`config.mk`:
```
export PLATFORM = sky130hd
export DESIGN_NAME = einstein_int_ctrl
export DESIGN_NICKNAME = d
export VERILOG_FILES = /design/src/rtl/einstein_int_pkg.sv /design/src/rtl/einstein_reti_detect.sv /design/src/rtl/einstein_int_ctrl.sv
export SDC_FILE = /design/constraint.sdc
export NUM_CORES = 1
export LEC_CHECK = 0
export ABC_AREA = 1
export CAP_MARGIN = 5
export CORE_ASPECT_RATIO = 1.75
export CORE_MARGIN = 5
export CORE_UTILIZATION = 40
export CTS_BUF_LIST = sky130_fd_sc_hd__clkbuf_4
export CTS_CLUSTER_DIAMETER = 80
export DETAILED_ROUTE_END_ITERATION = 10
export MAX_ROUTING_LAYER = met4
export PLACE_DENSITY = 0.69
export RECOVER_POWER = 25
export SLEW_MARGIN = 20
export SYNTH_ARGS = -nofsm -noshare
export SYNTH_HDL_FRONTEND = slang
export SYNTH_SLANG_ARGS = --single-unit
```
`constraint.sdc`:
```
create_clock -name clk_sys -period 5.7 [get_ports clk_sys]
set_input_delay 0.855 -clock clk_sys [delete_from_list [all_inputs] [get_ports clk_sys]]
set_output_delay 0.855 -clock clk_sys [all_outputs]
set_load 0.1 [all_outputs]
```
`src/rtl/einstein_int_pkg.sv`:
```
// Shared constants, state encodings and arbitration helpers for the Einstein
// mode-2 interrupt controller.
package einstein_int_pkg;

  localparam logic [1:0] SRC_KB   = 2'd0;
  localparam logic [1:0] SRC_FIRE = 2'd1;
  localparam logic [1:0] SRC_ADC  = 2'd2;
  localparam logic [1:0] SRC_EXT  = 2'd3;

  localparam logic [7:0] VEC_BASE = 8'h08;
  localparam logic [7:0] OP_ED    = 8'hED;
  localparam logic [7:0] OP_RETI2 = 8'h4D;

  typedef enum logic [1:0] {ST_IDLE, ST_ACK, ST_SPUR} main_state_t;
  typedef enum logic {R_IDLE, R_ED} reti_state_t;

  typedef struct packed {
    logic       valid;
    logic [1:0] idx;
  } src_sel_t;

  // Highest-priority set bit: ADC > fire > keyboard > expansion.
  function automatic src_sel_t pick_top(input logic [3:0] v);
    src_sel_t s;
    s.valid = |v;
    if (v[SRC_ADC])       s.idx = SRC_ADC;
    else if (v[SRC_FIRE]) s.idx = SRC_FIRE;
    else if (v[SRC_KB])   s.idx = SRC_KB;
    else                  s.idx = SRC_EXT;
    return s;
  endfunction

  function automatic logic [1:0] prio_lvl(input logic [1:0] idx);
    logic [1:0] lvl;
    case (idx)
      SRC_ADC:  lvl = 2'd3;
      SRC_FIRE: lvl = 2'd2;
      SRC_KB:   lvl = 2'd1;
      default:  lvl = 2'd0;
    endcase
    return lvl;
  endfunction

  function automatic logic [7:0] vec_of(input logic [1:0] idx);
    logic [1:0] rank;
    rank = 2'd3 - idx;
    return VEC_BASE + {5'b00000, rank, 1'b0};
  endfunction

endpackage

```
`src/rtl/einstein_reti_detect.sv`:
```
// Watches CPU opcode fetches for the ED 4D (RETI) sequence and emits a
// single-cycle reti pulse on the clock the 4D fetch ends.
//
// state  | meaning
// R_IDLE | no prefix seen
// R_ED   | last completed fetch was ED
module einstein_reti_detect
  import einstein_int_pkg::*;
(
  input  logic       clk_sys,
  input  logic       reset,
  input  logic       m1_n,
  input  logic       mreq_n,
  input  logic       rd_n,
  input  logic [7:0] opcode,
  output logic       reti
);

  reti_state_t state_q, state_d;
  logic        fetch, fetch_q, fetch_end;
  logic [7:0]  op_q;

  assign fetch     = ~m1_n & ~mreq_n & ~rd_n;
  assign fetch_end = fetch_q & ~fetch;

  always_ff @(posedge clk_sys) begin
    if (reset) begin
      state_q <= R_IDLE;
      fetch_q <= 1'b0;
      op_q    <= 8'h00;
    end else begin
      state_q <= state_d;
      fetch_q <= fetch;
      if (fetch) op_q <= opcode;
    end
  end

  always_comb begin
    state_d = state_q;
    reti    = 1'b0;
    if (fetch_end) begin
      if (op_q == OP_ED) begin
        state_d = R_ED;
      end else begin
        state_d = R_IDLE;
        reti    = (state_q == R_ED) && (op_q == OP_RETI2);
      end
    end
  end

endmodule

```
`src/rtl/einstein_int_ctrl.sv`:
```
// Z80 mode-2 interrupt controller: masks and arbitrates four sources, drives
// /INT, serves the vector during INTA and tracks nested in-service levels.
//
// state   | meaning
// ST_IDLE | waiting; /INT reflects the eligible winner
// ST_ACK  | INTA in progress, vector driven onto data-in
// ST_SPUR | INTA with nothing eligible, bus left alone
module einstein_int_ctrl
  import einstein_int_pkg::*;
#(
  parameter logic [3:0] MASK_RESET = 4'h0
) (
  input  logic       clk_sys,
  input  logic       reset,
  input  logic [3:0] int_req_n,
  input  logic       m1_n,
  input  logic       iorq_n,
  input  logic       mreq_n,
  input  logic       rd_n,
  input  logic [7:0] opcode,
  input  logic       mask_we,
  input  logic [3:0] mask_din,
  output logic       int_n,
  output logic       vec_oe,
  output logic [7:0] vec_dout,
  output logic [3:0] in_service,
  output logic [3:0] mask_q
);

  main_state_t state_q, state_d;
  logic [1:0]  ack_idx_q, ack_idx_d;
  logic [3:0]  pend_q;
  logic [3:0]  in_service_d, set_vec, clr_vec;
  logic        int_n_d, vec_oe_d;
  logic [7:0]  vec_dout_d;
  logic        inta, reti, eligible;
  src_sel_t    win, blk, isr_top;

  einstein_reti_detect u_reti (
    .clk_sys (clk_sys),
    .reset   (reset),
    .m1_n    (m1_n),
    .mreq_n  (mreq_n),
    .rd_n    (rd_n),
    .opcode  (opcode),
    .reti    (reti)
  );

  assign inta = ~m1_n & ~iorq_n;

  // RETI clear is applied before the ACK set so a same-cycle pair nests correctly.
  always_comb begin
    isr_top = pick_top(in_service);
    clr_vec = 4'b0000;
    set_vec = 4'b0000;
    if (reti && isr_top.valid)
      clr_vec[isr_top.idx] = 1'b1;
    if (state_q == ST_ACK && !inta)
      set_vec[ack_idx_q] = 1'b1;
    in_service_d = (in_service & ~clr_vec) | set_vec;
    win      = pick_top(pend_q);
    blk      = pick_top(in_service_d);
    eligible = win.valid && (!blk.valid || (prio_lvl(win.idx) > prio_lvl(blk.idx)));
  end

  always_comb begin
    state_d    = state_q;
    ack_idx_d  = ack_idx_q;
    vec_dout_d = 8'h00;
    case (state_q)
      ST_IDLE: begin
        if (inta) begin
          ack_idx_d = win.idx;
          if (eligible) begin
            state_d    = ST_ACK;
            vec_dout_d = vec_of(win.idx);
          end else begin
            state_d = ST_SPUR;
          end
        end
      end
      ST_ACK: begin
        vec_dout_d = vec_dout;
        if (!inta) state_d = ST_IDLE;
      end
      ST_SPUR: begin
        if (!inta) state_d = ST_IDLE;
      end
      default: state_d = ST_IDLE;
    endcase
    vec_oe_d = (state_d == ST_ACK);
    int_n_d  = !((state_d == ST_IDLE) && eligible);
  end

  always_ff @(posedge clk_sys) begin
    if (reset) begin
      state_q    <= ST_IDLE;
      ack_idx_q  <= SRC_KB;
      pend_q     <= 4'b0000;
      in_service <= 4'b0000;
      mask_q     <= MASK_RESET;
      int_n      <= 1'b1;
      vec_oe     <= 1'b0;
      vec_dout   <= 8'h00;
    end else begin
      state_q    <= state_d;
      ack_idx_q  <= ack_idx_d;
      pend_q     <= ~int_req_n & ~mask_q;
      in_service <= in_service_d;
      if (mask_we) mask_q <= mask_din;
      int_n      <= int_n_d;
      vec_oe     <= vec_oe_d;
      vec_dout   <= vec_dout_d;
    end
  end

endmodule

```
==> impl_results.html <==
<table>
<tr><th>Metric</th><th>Value</th></tr>
<tr><th colspan="2">Outcome</th></tr>
<tr><td>Run status</td><td>completed</td></tr>
<tr><th colspan="2">STA</th></tr>
<tr><td>Max-Slew Margin vs Limit</td><td>0.3504</td></tr>
<tr><td>RSZ-0062 raised after global routing</td><td>no</td></tr>
<tr><td>Final hold vios</td><td>0</td></tr>
<tr><td>Finish-stage setup viols</td><td>0</td></tr>
<tr><td>Post-layout min period</td><td>3.283 ns</td></tr>
<tr><td>Slew @ Worst Pin</td><td>0.9713 ns</td></tr>
<tr><td>Crit share post-route</td><td>0.5759</td></tr>
<tr><td>Worst clock skew</td><td>0.01535 ns</td></tr>
<tr><td>Final hold slack</td><td>0.4566 ns</td></tr>
<tr><td>Setup TNS after final layout</td><td>0 ns</td></tr>
<tr><td>Max-slew violation count</td><td>0</td></tr>
<tr><td>Max Clk Rate</td><td>304.6 MHz</td></tr>
<tr><th colspan="2">GRT</th></tr>
<tr><td>Maximum number of pins on one net before global-route repair</td><td>18</td></tr>
<tr><td>Most used routing layer in global routing</td><td>met2</td></tr>
<tr><td>Overall global routing resource usage</td><td>0.1389</td></tr>
<tr><td>Met3 capacity usage during global routing</td><td>0.03009</td></tr>
<tr><td>Antenna violations before repair</td><td>0</td></tr>
<tr><td>Overall overflow remaining after global route</td><td>0</td></tr>
<tr><td>Met2 usage</td><td>0.2540</td></tr>
<tr><td>Global-route wire length before repair</td><td>5.402 mm</td></tr>
<tr><td>Via count of the first global-routing pass</td><td>1337</td></tr>
<tr><td>Met1 layer usage reported by global route</td><td>0.1301</td></tr>
<tr><th colspan="2">Route</th></tr>
<tr><td>Average vias per placed instance</td><td>4.584</td></tr>
<tr><td>DR iter-0 viols</td><td>15</td></tr>
<tr><td>TritonRoute pass-1 iters</td><td>4</td></tr>
<tr><td>Per-cell routed wire length</td><td>10.97 µm</td></tr>
<tr><td>Number of antenna-violating nets in the routed design</td><td>0</td></tr>
<tr><td># DRC</td><td>0</td></tr>
<tr><td>Via Count</td><td>1279</td></tr>
<tr><td>Routed WL</td><td>3.060 mm</td></tr>
<tr><th colspan="2">Yosys</th></tr>
<tr><td>Synthesized cell area</td><td>1464 µm²</td></tr>
<tr><td>Commonest cells in the netlist</td><td>nor2_1 (35), dfxtp_1 (31), nand2_1 (26)</td></tr>
<tr><td>Cell type with the largest total area after synthesis</td><td>dfxtp_1</td></tr>
<tr><td>Post-synth top area share</td><td>0.4239</td></tr>
<tr><td>Async set-reset flop share out of synthesis</td><td>0</td></tr>
<tr><td>Dominant cell by count in the synthesized netlist</td><td>nor2_1</td></tr>
<tr><td>Number of warnings issued by yosys</td><td>0</td></tr>
<tr><td>Count of flip-flops with a built-in enable after synthesis</td><td>0</td></tr>
<tr><td>Register bit total from synthesis</td><td>31</td></tr>
<tr><td>Distinct cell type count of the synthesized netlist</td><td>24</td></tr>
<tr><td>Post-Syn Area per Cell</td><td>7.507 µm²</td></tr>
<tr><td>Post-Syn Instances</td><td>195</td></tr>
<tr><td>Top FF cell, synth</td><td>dfxtp_1</td></tr>
<tr><td>Leading cell types by total area after synthesis</td><td>dfxtp_1 (42%), nor2_1 (9.0%), nand2_1 (6.7%)</td></tr>
<tr><td>Sequential fraction of the synthesis area</td><td>0.4239</td></tr>
<tr><th colspan="2">Floorplanning</th></tr>
<tr><td>Floorplan core area</td><td>3592 µm²</td></tr>
<tr><td>Die boundary height</td><td>90.03 µm</td></tr>
<tr><td>Number of top-level pins</td><td>41</td></tr>
<tr><td>Total Die Area</td><td>5017 µm²</td></tr>
<tr><td>Initial core utilization</td><td>0.4075</td></tr>
<tr><td>Number of placement rows</td><td>29</td></tr>
<tr><td>Die outline width</td><td>55.73 µm</td></tr>
<tr><th colspan="2">Pwr</th></tr>
<tr><td>Internal portion of total power</td><td>314.1 µW</td></tr>
<tr><td>Flop pwr share</td><td>0.490</td></tr>
<tr><td>Proportion of power drawn by combinational gates</td><td>0.278</td></tr>
<tr><td>P per Cell Area</td><td>259.1 nW/µm²</td></tr>
<tr><td>Switching power total</td><td>169.7 µW</td></tr>
<tr><td>Worst VDD drop</td><td>0.1835 mV</td></tr>
<tr><td>Total Power</td><td>483.8 µW</td></tr>
<tr><td>Part of the power in the clock network</td><td>0.232</td></tr>
<tr><td>Leak Pwr</td><td>0.0008004 µW</td></tr>
<tr><td>Switching share of power</td><td>0.3508</td></tr>
<tr><th colspan="2">Final layout</th></tr>
<tr><td>Fraction of layout cells with a size suffix above 1</td><td>0.1202</td></tr>
<tr><td>Relative area change from synthesis to final layout</td><td>27.52%</td></tr>
<tr><td>Non-filler cells in the finished layout</td><td>279</td></tr>
<tr><td>Number of diodes</td><td>0</td></tr>
<tr><td>Storage cell area</td><td>620.6 µm²</td></tr>
<tr><td>Area used by multi-input combinational logic</td><td>705.7 µm²</td></tr>
<tr><td>Post-layout net count</td><td>261</td></tr>
<tr><td>Filler instances</td><td>343</td></tr>
<tr><td>Core occupancy in the finished layout</td><td>0.5197</td></tr>
<tr><th colspan="2">Worst setup path</th></tr>
<tr><td>Category of the critical setup timing path</td><td>primary input to flop</td></tr>
<tr><td>Cell with the largest stage delay on the worst path</td><td>clkdlybuf4s50_1</td></tr>
<tr><td>Crit end category</td><td>flop</td></tr>
<tr><td>CP arrival</td><td>3.54 ns</td></tr>
<tr><td>Slowest stage delay, CP</td><td>0.50 ns</td></tr>
<tr><td>Critical-path cell list</td><td>clkdlybuf4s50_1 -&gt; nor2_1 -&gt; nand2_1 -&gt; nand2_4 -&gt; nor2_1 -&gt; nand2_1 -&gt; nand2_1 -&gt; nand2_2 -&gt; nor2_4 -&gt; ha_1 -&gt; inv_1 -&gt; nor2_1 -&gt; o21ai_1 -&gt; nand2_4 -&gt; nand2_4 -&gt; nand2_2 -&gt; nand2_1 -&gt; nand2_1 -&gt; nand2_1 -&gt; nand2_1 -&gt; nor2_1</td></tr>
<tr><td>Maximum fanout count along the critical path</td><td>14</td></tr>
<tr><td>Most frequent CP cell</td><td>nand2_1</td></tr>
<tr><td>Crit path launch type</td><td>primary input</td></tr>
<tr><td>Data required, critical path</td><td>5.96 ns</td></tr>
<tr><th colspan="2">Placement</th></tr>
<tr><td>Number of placed cells counting well taps</td><td>272</td></tr>
<tr><td>Half-perimeter wire length after placement</td><td>2.454 mm</td></tr>
<tr><td>Number of buffer cells added on primary ports</td><td>35</td></tr>
<tr><td>Final RePlAce weighted congestion</td><td>0.8104</td></tr>
<tr><th colspan="2">Clocking</th></tr>
<tr><td>Root Buffer</td><td>clkbuf_4</td></tr>
<tr><td>Buffers inserted by post-CTS timing repair</td><td>0</td></tr>
<tr><td>Clock buffers created by TritonCTS</td><td>5</td></tr>
<tr><td>Post_cts resized</td><td>0</td></tr>
<tr><td>Clock slew at the register clock pins of the worst setup and hold paths</td><td>0.09 ns</td></tr>
<tr><td>CTS tree</td><td>done</td></tr>
<tr><td>Clock buffer depth</td><td>2</td></tr>
<tr><td>Worst-Skew Late Latency</td><td>0.32 ns</td></tr>
<tr><td>Cts hold-fix bufs</td><td>0</td></tr>
<tr><td>Clock net sink count</td><td>31</td></tr>
<tr><td>H-tree levels</td><td>2</td></tr>
<tr><th colspan="2">Min path</th></tr>
<tr><td>Class of the tightest hold or removal check</td><td>flop to flop</td></tr>
<tr><th colspan="2">Run</th></tr>
<tr><td>Number of max-cap violations</td><td>0</td></tr>
</table>
power by group through the flow:
stage	Sequential, µW	Clock, µW	Combinational, µW
floorplan	277	0	67.4
global placement	242	0	135
detailed placement	242	0	137
CTS	237	119	137
global route	239	128	146
finish	237	112	135
layer usage:
layer / routed length (µm) / vias up
met2: 1660 / 32
li1: - / 679
met5: 0 / -
met3: 136 / 6
met1: 1181 / 562
met4: 82 / 0
flip-flops by register name, indices dropped and copies added (netlist names), 2 cells and up:
signal	count
pend_q	4
state_q	2
vec_dout	3
u_reti.op_q	8
in_service	4
mask_q	4
ack_idx_q	2
final timing paths:
kind | start | end | slack [ns] | cells after the start
hold reg to reg | mask_q[3]$_SDFFE_PP0P_ | pend_q[3]$_SDFF_PP0_ | 0.46 | 1
setup reg to reg | state_q[1]$_SDFF_PP0_ | state_q[1]$_SDFF_PP0_ | 3.26 | 19
hold / removal | mask_q[3]$_SDFFE_PP0P_ | pend_q[3]$_SDFF_PP0_ | 0.46 | 1
setup / recovery | m1_n | state_q[1]$_SDFF_PP0_ | 2.42 | 21
worst max-delay path: cells and delay by family:
family          cells  cell delay (ns)
compound gates      1             0.21
fa+ha+maj           1             0.25
buf+inv             2             0.56
simple gates       17             1.65
cell type report:
cell class,count,area share
clock buffers,5,0.02011
clock inverters,2,0.004692
inverters,23,0.04625
multi-input cells,137,0.3780
flip-flops and latches,31,0.3324
well taps,46,0.03083
repair buffers,35,0.1877
metrics by stage:
stage / instance area [µm²] / setup slack (ns)
after floorplan: 1479 / 2.897
after global placement: 1838 / 2.451
after detailed placement: 1838 / 2.388
after CTS: 1884 / 2.721
after global routing: 1867 / 2.086
final: 1867 / 2.417
logic make-up after synthesis:
| group | Yosys count | share of synthesized area |
|---|---|---|
| other | 1 | 0.002562 |
| adder cells (fa/ha/maj) | 5 | 0.04274 |
| AO/OA/AOI/OAI | 31 | 0.1103 |
| flip-flops | 31 | 0.4239 |
| AND/OR/NAND/NOR | 96 | 0.3282 |
| buffers and inverters | 31 | 0.09231 |
layout by cell type, fill, tap and decap left out, drive strengths merged:
cell type	n
ha	5
a21oi	14
nand2	38
conb	5
clkdlybuf4s50	34
nor3	6
dfxtp	31
nor2	41
clkbuf	5
clkinv	2
dlygate4sd3	1
or2	1
o21a	1
o21ai	16
nand3	9
inv	23
nand4	1
Note: power is estimated with default switching activity, not from simulation.
